File: src/rtl/video_timing_pkg.sv
// Shared types and constants for the raster timing controller.
// Both axes use the same region sequence, so one enum backs both state types.
package video_timing_pkg;

   typedef enum logic [1:0] {
      RegAct   = 2'd0,
      RegFront = 2'd1,
      RegSync  = 2'd2,
      RegBack  = 2'd3
   } region_t;

   typedef region_t h_state_t;
   typedef region_t v_state_t;

   typedef struct packed {
      int unsigned h_active;
      int unsigned h_front;
      int unsigned h_sync;
      int unsigned h_back;
      int unsigned v_active;
      int unsigned v_front;
      int unsigned v_sync;
      int unsigned v_back;
   } timing_t;

   localparam timing_t VGA_640X480 = '{
      h_active: 640, h_front: 16, h_sync: 96, h_back: 48,
      v_active: 480, v_front: 10, v_sync: 2,  v_back: 33
   };

   function automatic int unsigned axis_total(input int unsigned active,
                                              input int unsigned front,
                                              input int unsigned sync,
                                              input int unsigned back);
      return active + front + sync + back;
   endfunction

endpackage

File: src/rtl/video_timing_ctrl_timing_axis.sv
// Counter plus region FSM for one raster axis (horizontal or vertical).
// i_clear returns the axis to the start of the active region and wins over i_step.
module timing_axis
   import video_timing_pkg::*;
#(
   parameter int unsigned ACTIVE = 640,
   parameter int unsigned FRONT  = 16,
   parameter int unsigned SYNC   = 96,
   parameter int unsigned BACK   = 48,
   parameter int unsigned CNT_W  = 12
) (
   input  logic             i_clk,
   input  logic             i_rst,
   input  logic             i_step,
   input  logic             i_clear,
   output logic [CNT_W-1:0] o_count,
   output region_t          o_state,
   output logic             o_last_of_total,
   output logic             o_in_sync
);

   localparam int unsigned TOTAL = axis_total(ACTIVE, FRONT, SYNC, BACK);

   if (ACTIVE == 0 || FRONT == 0 || SYNC == 0 || BACK == 0) begin : g_zero_region
      $error("timing_axis: every region must be at least one step wide");
   end

   if (longint'(TOTAL) > (longint'(1) << CNT_W)) begin : g_cnt_too_narrow
      $error("timing_axis: CNT_W cannot hold TOTAL-1");
   end

   // Last count of each region; the FSM leaves a region on the step that consumes it.
   localparam logic [CNT_W-1:0] LAST_ACT   = CNT_W'(ACTIVE - 1);
   localparam logic [CNT_W-1:0] LAST_FRONT = CNT_W'(ACTIVE + FRONT - 1);
   localparam logic [CNT_W-1:0] LAST_SYNC  = CNT_W'(ACTIVE + FRONT + SYNC - 1);
   localparam logic [CNT_W-1:0] LAST_TOTAL = CNT_W'(TOTAL - 1);

   logic [CNT_W-1:0] r_cnt;
   region_t          r_state;
   logic             w_last;

   assign w_last = (r_cnt == LAST_TOTAL);

   always_ff @(posedge i_clk or posedge i_rst) begin
      if (i_rst) begin
         r_cnt   <= '0;
         r_state <= RegAct;
      end else if (i_clear) begin
         r_cnt   <= '0;
         r_state <= RegAct;
      end else if (i_step) begin
         r_cnt <= w_last ? '0 : r_cnt + CNT_W'(1);
         unique case (r_state)
            RegAct:   if (r_cnt == LAST_ACT)   r_state <= RegFront;
            RegFront: if (r_cnt == LAST_FRONT) r_state <= RegSync;
            RegSync:  if (r_cnt == LAST_SYNC)  r_state <= RegBack;
            RegBack:  if (w_last)              r_state <= RegAct;
         endcase
      end
   end

   assign o_count         = r_cnt;
   assign o_state         = r_state;
   assign o_last_of_total = w_last;
   assign o_in_sync       = (r_state == RegSync);

endmodule

File: src/rtl/video_timing_ctrl.sv
// Raster timing generator feeding the three TMDS encoders: syncs, video enable and coordinates.
// All outputs are registered decodes of the counter position, one cycle behind the counters.
module video_timing_ctrl
   import video_timing_pkg::*;
#(
   parameter int unsigned H_ACTIVE = VGA_640X480.h_active,
   parameter int unsigned H_FRONT  = VGA_640X480.h_front,
   parameter int unsigned H_SYNC   = VGA_640X480.h_sync,
   parameter int unsigned H_BACK   = VGA_640X480.h_back,
   parameter int unsigned V_ACTIVE = VGA_640X480.v_active,
   parameter int unsigned V_FRONT  = VGA_640X480.v_front,
   parameter int unsigned V_SYNC   = VGA_640X480.v_sync,
   parameter int unsigned V_BACK   = VGA_640X480.v_back,
   parameter bit          HS_POL   = 1'b0,
   parameter bit          VS_POL   = 1'b0,
   parameter int unsigned CNT_W    = 12
) (
   input  logic             i_clk,
   input  logic             i_rst,
   input  logic             i_en,
   input  logic             i_restart,
   output logic             o_hsync,
   output logic             o_vsync,
   output logic             o_ve,
   output logic [1:0]       o_control,
   output logic [CNT_W-1:0] o_x,
   output logic [CNT_W-1:0] o_y,
   output logic             o_line_start,
   output logic             o_frame_start,
   output logic [7:0]       o_frame_cnt
);

   logic [CNT_W-1:0] w_h_cnt;
   logic [CNT_W-1:0] w_v_cnt;
   h_state_t         w_h_state;
   v_state_t         w_v_state;
   logic             w_h_last;
   logic             w_v_last;
   logic             w_h_in_sync;
   logic             w_v_in_sync;
   logic             w_clear;
   logic             w_active;

   assign w_clear  = i_en & i_restart;
   assign w_active = (w_h_state == RegAct) && (w_v_state == RegAct);

   timing_axis #(
      .ACTIVE (H_ACTIVE),
      .FRONT  (H_FRONT),
      .SYNC   (H_SYNC),
      .BACK   (H_BACK),
      .CNT_W  (CNT_W)
   ) u_h_axis (
      .i_clk           (i_clk),
      .i_rst           (i_rst),
      .i_step          (i_en),
      .i_clear         (w_clear),
      .o_count         (w_h_cnt),
      .o_state         (w_h_state),
      .o_last_of_total (w_h_last),
      .o_in_sync       (w_h_in_sync)
   );

   // Vertical axis advances only on the horizontal wrap.
   timing_axis #(
      .ACTIVE (V_ACTIVE),
      .FRONT  (V_FRONT),
      .SYNC   (V_SYNC),
      .BACK   (V_BACK),
      .CNT_W  (CNT_W)
   ) u_v_axis (
      .i_clk           (i_clk),
      .i_rst           (i_rst),
      .i_step          (i_en & w_h_last),
      .i_clear         (w_clear),
      .o_count         (w_v_cnt),
      .o_state         (w_v_state),
      .o_last_of_total (w_v_last),
      .o_in_sync       (w_v_in_sync)
   );

   logic             r_hsync;
   logic             r_vsync;
   logic             r_ve;
   logic [CNT_W-1:0] r_x;
   logic [CNT_W-1:0] r_y;
   logic             r_line_start;
   logic             r_frame_start;
   logic [7:0]       r_frame_cnt;

   always_ff @(posedge i_clk or posedge i_rst) begin
      if (i_rst) begin
         r_hsync       <= ~HS_POL;
         r_vsync       <= ~VS_POL;
         r_ve          <= 1'b0;
         r_x           <= '0;
         r_y           <= '0;
         r_line_start  <= 1'b0;
         r_frame_start <= 1'b0;
         r_frame_cnt   <= '0;
      end else if (!i_en) begin
         // Frozen raster: pulses and enable drop, syncs keep their level.
         r_ve          <= 1'b0;
         r_x           <= '0;
         r_y           <= '0;
         r_line_start  <= 1'b0;
         r_frame_start <= 1'b0;
      end else if (i_restart) begin
         r_hsync       <= ~HS_POL;
         r_vsync       <= ~VS_POL;
         r_ve          <= 1'b0;
         r_x           <= '0;
         r_y           <= '0;
         r_line_start  <= 1'b0;
         r_frame_start <= 1'b0;
      end else begin
         r_hsync       <= w_h_in_sync ? HS_POL : ~HS_POL;
         r_vsync       <= w_v_in_sync ? VS_POL : ~VS_POL;
         r_ve          <= w_active;
         r_x           <= w_active ? w_h_cnt : '0;
         r_y           <= w_active ? w_v_cnt : '0;
         r_line_start  <= (w_h_cnt == '0);
         r_frame_start <= (w_h_cnt == '0) && (w_v_cnt == '0);
         if (w_h_last && w_v_last) begin
            r_frame_cnt <= r_frame_cnt + 8'd1;
         end
      end
   end

   assign o_hsync       = r_hsync;
   assign o_vsync       = r_vsync;
   assign o_control     = {r_vsync, r_hsync};
   assign o_ve          = r_ve;
   assign o_x           = r_x;
   assign o_y           = r_y;
   assign o_line_start  = r_line_start;
   assign o_frame_start = r_frame_start;
   assign o_frame_cnt   = r_frame_cnt;

endmodule

File: config.mk
export PLATFORM = sky130hd
export DESIGN_NAME = video_timing_ctrl
export DESIGN_NICKNAME = d
export VERILOG_FILES = /design/src/rtl/video_timing_pkg.sv /design/src/rtl/video_timing_ctrl_timing_axis.sv /design/src/rtl/video_timing_ctrl.sv
export SDC_FILE = /design/constraint.sdc
export NUM_CORES = 1
export LEC_CHECK = 0
export CORE_MARGIN = 2
export CORE_UTILIZATION = 30
export DETAILED_ROUTE_END_ITERATION = 16
export PLACE_DENSITY = 0.52
export SLEW_MARGIN = 20
export SYNTH_ARGS = -nofsm -noshare
export SYNTH_HDL_FRONTEND = slang
export SYNTH_SLANG_ARGS = --single-unit
File: constraint.sdc
create_clock -name i_clk -period 4.35 [get_ports i_clk]
set_clock_uncertainty 0.15 [all_clocks]
set_input_delay 0.87 -clock i_clk [delete_from_list [all_inputs] [get_ports i_clk]]
set_output_delay 0.87 -clock i_clk [all_outputs]
set_load 0.05 [all_outputs]
==> Word level (Yosys, flattened, before mapping) <==
Cells that the tools add are included.
{ "totals": {"register_bits": 65, "latchBits": 0, "mem_bits_rw": 0, "romBits": 0, "out_inout_bits": 39, "wordCells": 88, "n_memories": 0} }
{ "op_classes": {"addsub": 3, "n_mul": 0, "n_div": 0, "order_cmp": 0, "n_eq_ne": 22, "shift": 0, "n_mux": 36, "bitwise_logic": 3, "reduce_logical": 12} }
{ "ops": {"columns": ["cell", "count"], "rows": [
  ["two-way mux 12 bit", 12],
  ["equality test 12 x 10 -> 1 bit, second input constant", 5],
  ["equality test 12 x 9 -> 1 bit, second input constant", 3],
  ["adder 12 x 1 -> 12 bit, second input constant", 2],
  ["zero test 12 bit", 2],
  ["two-way mux 2 bit", 12],
  ["inequality test 3 x 1 -> 1 bit, second input constant", 6],
  ["case mux 2 bit (4 select lines)", 2],
  ["two-way mux 1 bit", 10],
  ["AND reduction 5 bit", 2],
  ["adder 8 x 1 -> 8 bit, second input constant", 1],
  ["equality test 2 bit, second input constant", 4],
  ["inequality test 3 x 2 -> 1 bit, second input constant", 2],
  ["equality test 2 x 1 -> 1 bit, second input constant", 2],
  ["zero test 2 bit", 2],
  ["nonzero test 2 bit", 2],
  ["logical AND 1 bit", 3],
  ["AND reduction 3 bit", 1],
  ["bitwise AND 1 bit", 2],
  ["NOT 1 bit", 1]
]} }

==> Logic depth before layout (Yosys ltp) <==
{ "depth": {"word_depth": 5, "ltp_mapped": 9, "ltp_nobuf": 7} }

==> Cells and area by module <==
From an unflattened synthesis, not the netlist that was laid out.
{ "hier_totals": {"cells_unflattened": 298, "hier_area_um2": 3198.1} }
{ "by_module_without_submodules": {"columns": ["mod", "n_inst", "cells_per_inst", "area_each_um2", "seq_area_each_um2"], "rows": [
  ["video_timing_ctrl", 1, 108, 1428.9, 928.4],
  ["timing_axis at u_v_axis", 1, 98, 895.9, 350.3],
  ["timing_axis at u_h_axis", 1, 92, 873.3, 350.3]
]} }

==> Least setup slack after synthesis <==
OpenSTA, ideal clock, no wires.
{ "synth_timing": {"path_kind": "flip-flop to flip-flop", "startpoint": "register u_h_axis.r_cnt[7], in the netlist u_h_axis.o_count[7]", "endpoint": "register r_frame_cnt[1], in the netlist o_frame_cnt[1]", "setup_ns": 0.125, "arrival_ns": 2.172, "path_slack_ns": 1.903, "stages_incl_launch_ff": 8, "period_less_slack_ns": 2.447, "path_cell_list": "dfrtp_1 > buf_6 > or3_4 > or4_4 > buf_6 > and3b_1 > buf_4 > mux2_2"} }
{ "synth_between": {"elab_chain_len": 3} }
{ "synth_rtl": {"columns": ["element", "line_no", "rtl"], "rows": [
  ["from (decl)", "video_timing_ctrl_timing_axis.sv:38", "logic [CNT_W-1:0] r_cnt;"],
  ["from (signal assigned)", "video_timing_ctrl_timing_axis.sv:52", "r_cnt <= w_last ? '0 : r_cnt + CNT_W'(1);"],
  ["equality test 12 x 10 -> 1 bit", "video_timing_ctrl_timing_axis.sv:42", "assign w_last = (r_cnt == LAST_TOTAL);"],
  ["logical AND 1 bit", "video_timing_ctrl.sv:124", "if (w_h_last && w_v_last) begin"],
  ["AND reduction 3 bit (no line)", null, null],
  ["to (signal assigned)", "video_timing_ctrl.sv:125", "r_frame_cnt <= r_frame_cnt + 8'd1;"],
  ["to (decl)", "video_timing_ctrl.sv:89", "logic [7:0] r_frame_cnt;"]
]} }
Every way passes these cells.
A chain may end at the register's enable or synchronous reset.

==> Worst setup path after layout <==
{ "layout_timing": {"startpoint": "register r_vsync, in the netlist o_vsync", "endpoint": "output port o_vsync"} }
{ "layout_lines": {"columns": ["element", "line_no", "rtl"], "rows": [
  ["from (decl)", "video_timing_ctrl.sv:83", "logic r_vsync;"],
  ["from (signal assigned)", "video_timing_ctrl.sv:94", "r_vsync <= ~VS_POL;"],
  ["from (signal assigned)", "video_timing_ctrl.sv:110", "r_vsync <= ~VS_POL;"],
  ["from (signal assigned)", "video_timing_ctrl.sv:118", "r_vsync <= w_v_in_sync ? VS_POL : ~VS_POL;"],
  ["to (decl)", "video_timing_ctrl.sv:23", "output logic o_vsync,"]
]} }
No word-level cell between the ends.

==> flow_summary.ini <==
[run_status]
outcome = complete, no violations

[grt]
grt_usage_pct = 13.43
first_global_vias = 2302
antenna_found_initial = 0
grt_max_degree = 37
grt_pass1_wl_mm = 11.96
grt-ovfl-total = 0

[setup_path]
cp_cell_sequence = clkdlybuf4s50_1
critPathRequiredTime_ns = 3.33
crit_buf_inv = 1
crit_slowest_cell = clkdlybuf4s50_1
endpoint_kind = output port
crit_arrival_ns = 1.72
cp_max_fo = 3
crit_type = flip-flop to output port
path_delay_family = buffers and inverters
cpPeakStageDelay_ns = 0.80
cp-start-kind = flip-flop

[logic_synthesis]
ys_ff_latch = 65
synthMuxAreaShare_pct = 0.9671
postSynthAreaPerCell_um2 = 10.40
ys_types = 48
synthAdderAreaFrac_pct = 5.803
synth_compound_gate_area_share_pct = 14.31
synth_nets = 330
yosysWarnings = 0
yosys.area.top_type = dfrtp_1
synth-xor-area-share_pct = 2.708
yosys.area.top_type_share_pct = 48.74
synth_top_family_by_area = simple AND/OR/NAND/NOR gates
synth_common_cells = dfrtp_1 (63), o21ai_0 (25), and2_1 (24)
netlist_area_um2 = 3234
synth_most_common_cell = dfrtp_1
yosys.area_share.simple_pct = 21.08
synthTopCellsByArea = dfrtp_1 (49%), ha_1 (5.8%), and2_1 (4.6%), o21ai_0 (3.9%), nand3_1 (2.9%)
synth-edff-count = 0
ys_seq_area_share_pct = 50.37
synth-async-reset-ratio_pct = 100.0
syn_inst = 311
dominantRegCellSynth = dfrtp_1

[final_layout]
layout.nets = 369
multi_input_area_um2 = 1459
drive_above_1_share_pct = 9.577
instances_no_fill = 491
antenna_cells = 0
post-route-util_pct = 38.20
area_delta_synth_final_pct = 23.02
fillers = 1025
regArea_um2 = 1629

[clocking]
cts_buffers = 9
clock_sinks = 65
htree_levels = 3
insertion_delay_ns = 0.35
postCtsSetupRepairBufs = 0
ctsResizeCount = 0
cts_max_path_buffers = 2
cts_tree = yes
root_buffer = clkbuf_8
hold_buffers = 0
path_clk_slew_ns = 0.07

[floorplanning]
rows = 37
die-area_um2 = 11630
core_area_um2 = 10420
start_util_pct = 31.05
die_y_um = 107.8
ios = 43
fp.dieW_um = 107.8

[place]
place_worst_setup_slack_ns = 1.380
gp_congestion = 0.8462
dp_cells = 475
port_buffers = 42
dpl.hpwl_mm = 5.033

[sta]
holdWs_ns = 0.3187
fin_ws_ns = 1.613
finalSetupViolations = 0
worstMarginPinSlew_ns = 0.8065
rsz0062_at_grt = no
fmax_mhz = 365.3
relSlewSlack_pct = 45.64
maxSlewViolCount = 0
fin_tns_setup_ns = 0
finalCriticalPeriod_ns = 2.737
hold_viol_final = 0
finalCritPeriodShare_pct = 62.93

[worst_hold_path]
hp-class = flip-flop to flip-flop

[drt]
wl_per_cell_um = 14.74
drt_iter0_markers = 164
dr.pass1.iters = 4
drtAntennaViolNets = 0
vias_per_cell = 4.994
drc = 0
drt-total-wl_mm = 7.239
vias = 2452

[power_and_ir_drop]
powerDensity_nw_per_um2 = 345.5
p_leak_nw = 1.709
peakVddDrop_v = 0.0001178

[job]
drv_cap = 0
stage by stage:
stage               power, mW  cell area, um2
finish                  1.374            3979
detailed placement     0.8322            3769
floorplan              0.7767            3234
global route            1.446            3979
CTS                     1.395            3979
global placement       0.8306            3761
path summary, 6_finish.rpt:
kind,start,to,slack [ns],cells after the start
worst max-delay path,o_vsync$_DFFE_PP1P_,o_vsync,1.61,1
worst min-delay path,o_frame_cnt[7]$_DFFE_PP0P_,o_frame_cnt[7]$_DFFE_PP0P_,0.32,1
worst max register to register,u_h_axis.o_count[0]$_DFFE_PP0P_,o_frame_cnt[1]$_DFFE_PP0P_,1.64,5
worst min register to register,o_frame_cnt[7]$_DFFE_PP0P_,o_frame_cnt[7]$_DFFE_PP0P_,0.32,1
max in group asynchronous,i_rst,o_vsync$_DFFE_PP1P_,2.36,3
min in group asynchronous,i_rst,o_x[0]$_DFF_PP0_,0.77,2
registers in the layout (all words and copies together) (netlist names):
register	cells
o_hsync	1
o_frame_cnt	8
o_ve	1
o_x	12
o_vsync	1
o_y	12
u_h_axis.o_count	12
u_v_axis.o_count	12
o_frame_start	1
o_line_start	1
u_h_axis.o_state	2
u_v_axis.o_state	2
logic make-up (layout without fill, tap and decap cells):
kind of cell,Yosys count,in the layout
AND/OR/NAND/NOR,120,120
buffers and inverters,34,78
AO/OA/AOI/OAI,64,64
XOR/XNOR,10,10
adder cells (fa/ha/maj),15,15
flip-flops,65,65
multiplexers,3,3
metal layers:
| layer | global-route usage, % | vias to the layer above | wire (um) |
|---|---|---|---|
| met5 | 0 | - | 0 |
| met2 | 18.82 | 57 | 3161 |
| met1 | 19.20 | 1199 | 3646 |
| met4 | 6.685 | 0 | 136 |
| li1 | - | 1187 | - |
| met3 | 3.087 | 9 | 295 |
power breakdown:
| group | internal, mW | total [mW] | switching, mW | leakage (nW) |
|---|---|---|---|---|
| Clock | 0.319 | 0.554 | 0.235 | 0.106 |
| Combinational | 0.0528 | 0.151 | 0.0977 | 0.717 |
| Sequential | 0.629 | 0.670 | 0.0411 | 0.886 |
cells in the final DEF (no fill, tap or decap), drive strengths merged, types with 3 or more instances in the layout:
| master | instances |
|---|---|
| dfrtp | 63 |
| clkdlybuf4s50 | 42 |
| o21ai | 25 |
| and2 | 24 |
| nand3 | 19 |
| nand2 | 19 |
| inv | 16 |
| ha | 15 |
| nor2 | 13 |
| clkbuf | 10 |
| o41ai | 10 |
| and3 | 8 |
| xnor2 | 7 |
| nor4 | 6 |
| nand4 | 6 |
| a21oi | 6 |
| o31ai | 6 |
| nor3 | 5 |
| a31oi | 5 |
| nand4b | 4 |
| a22o | 4 |
| buf | 4 |
| xor2 | 3 |
| clkinv | 3 |
| or4 | 3 |
| or2 | 3 |
layout make-up:
cell class | instances | share of cell area [%]
tap | 136 | 4.277
clock buffer | 10 | 3.208
timing repair buffer | 46 | 11.32
clock inverter | 6 | 2.075
inverter | 16 | 1.509
multi-input combinational | 212 | 36.67
sequential | 65 | 40.94
(Power assumes the default switching activity.)
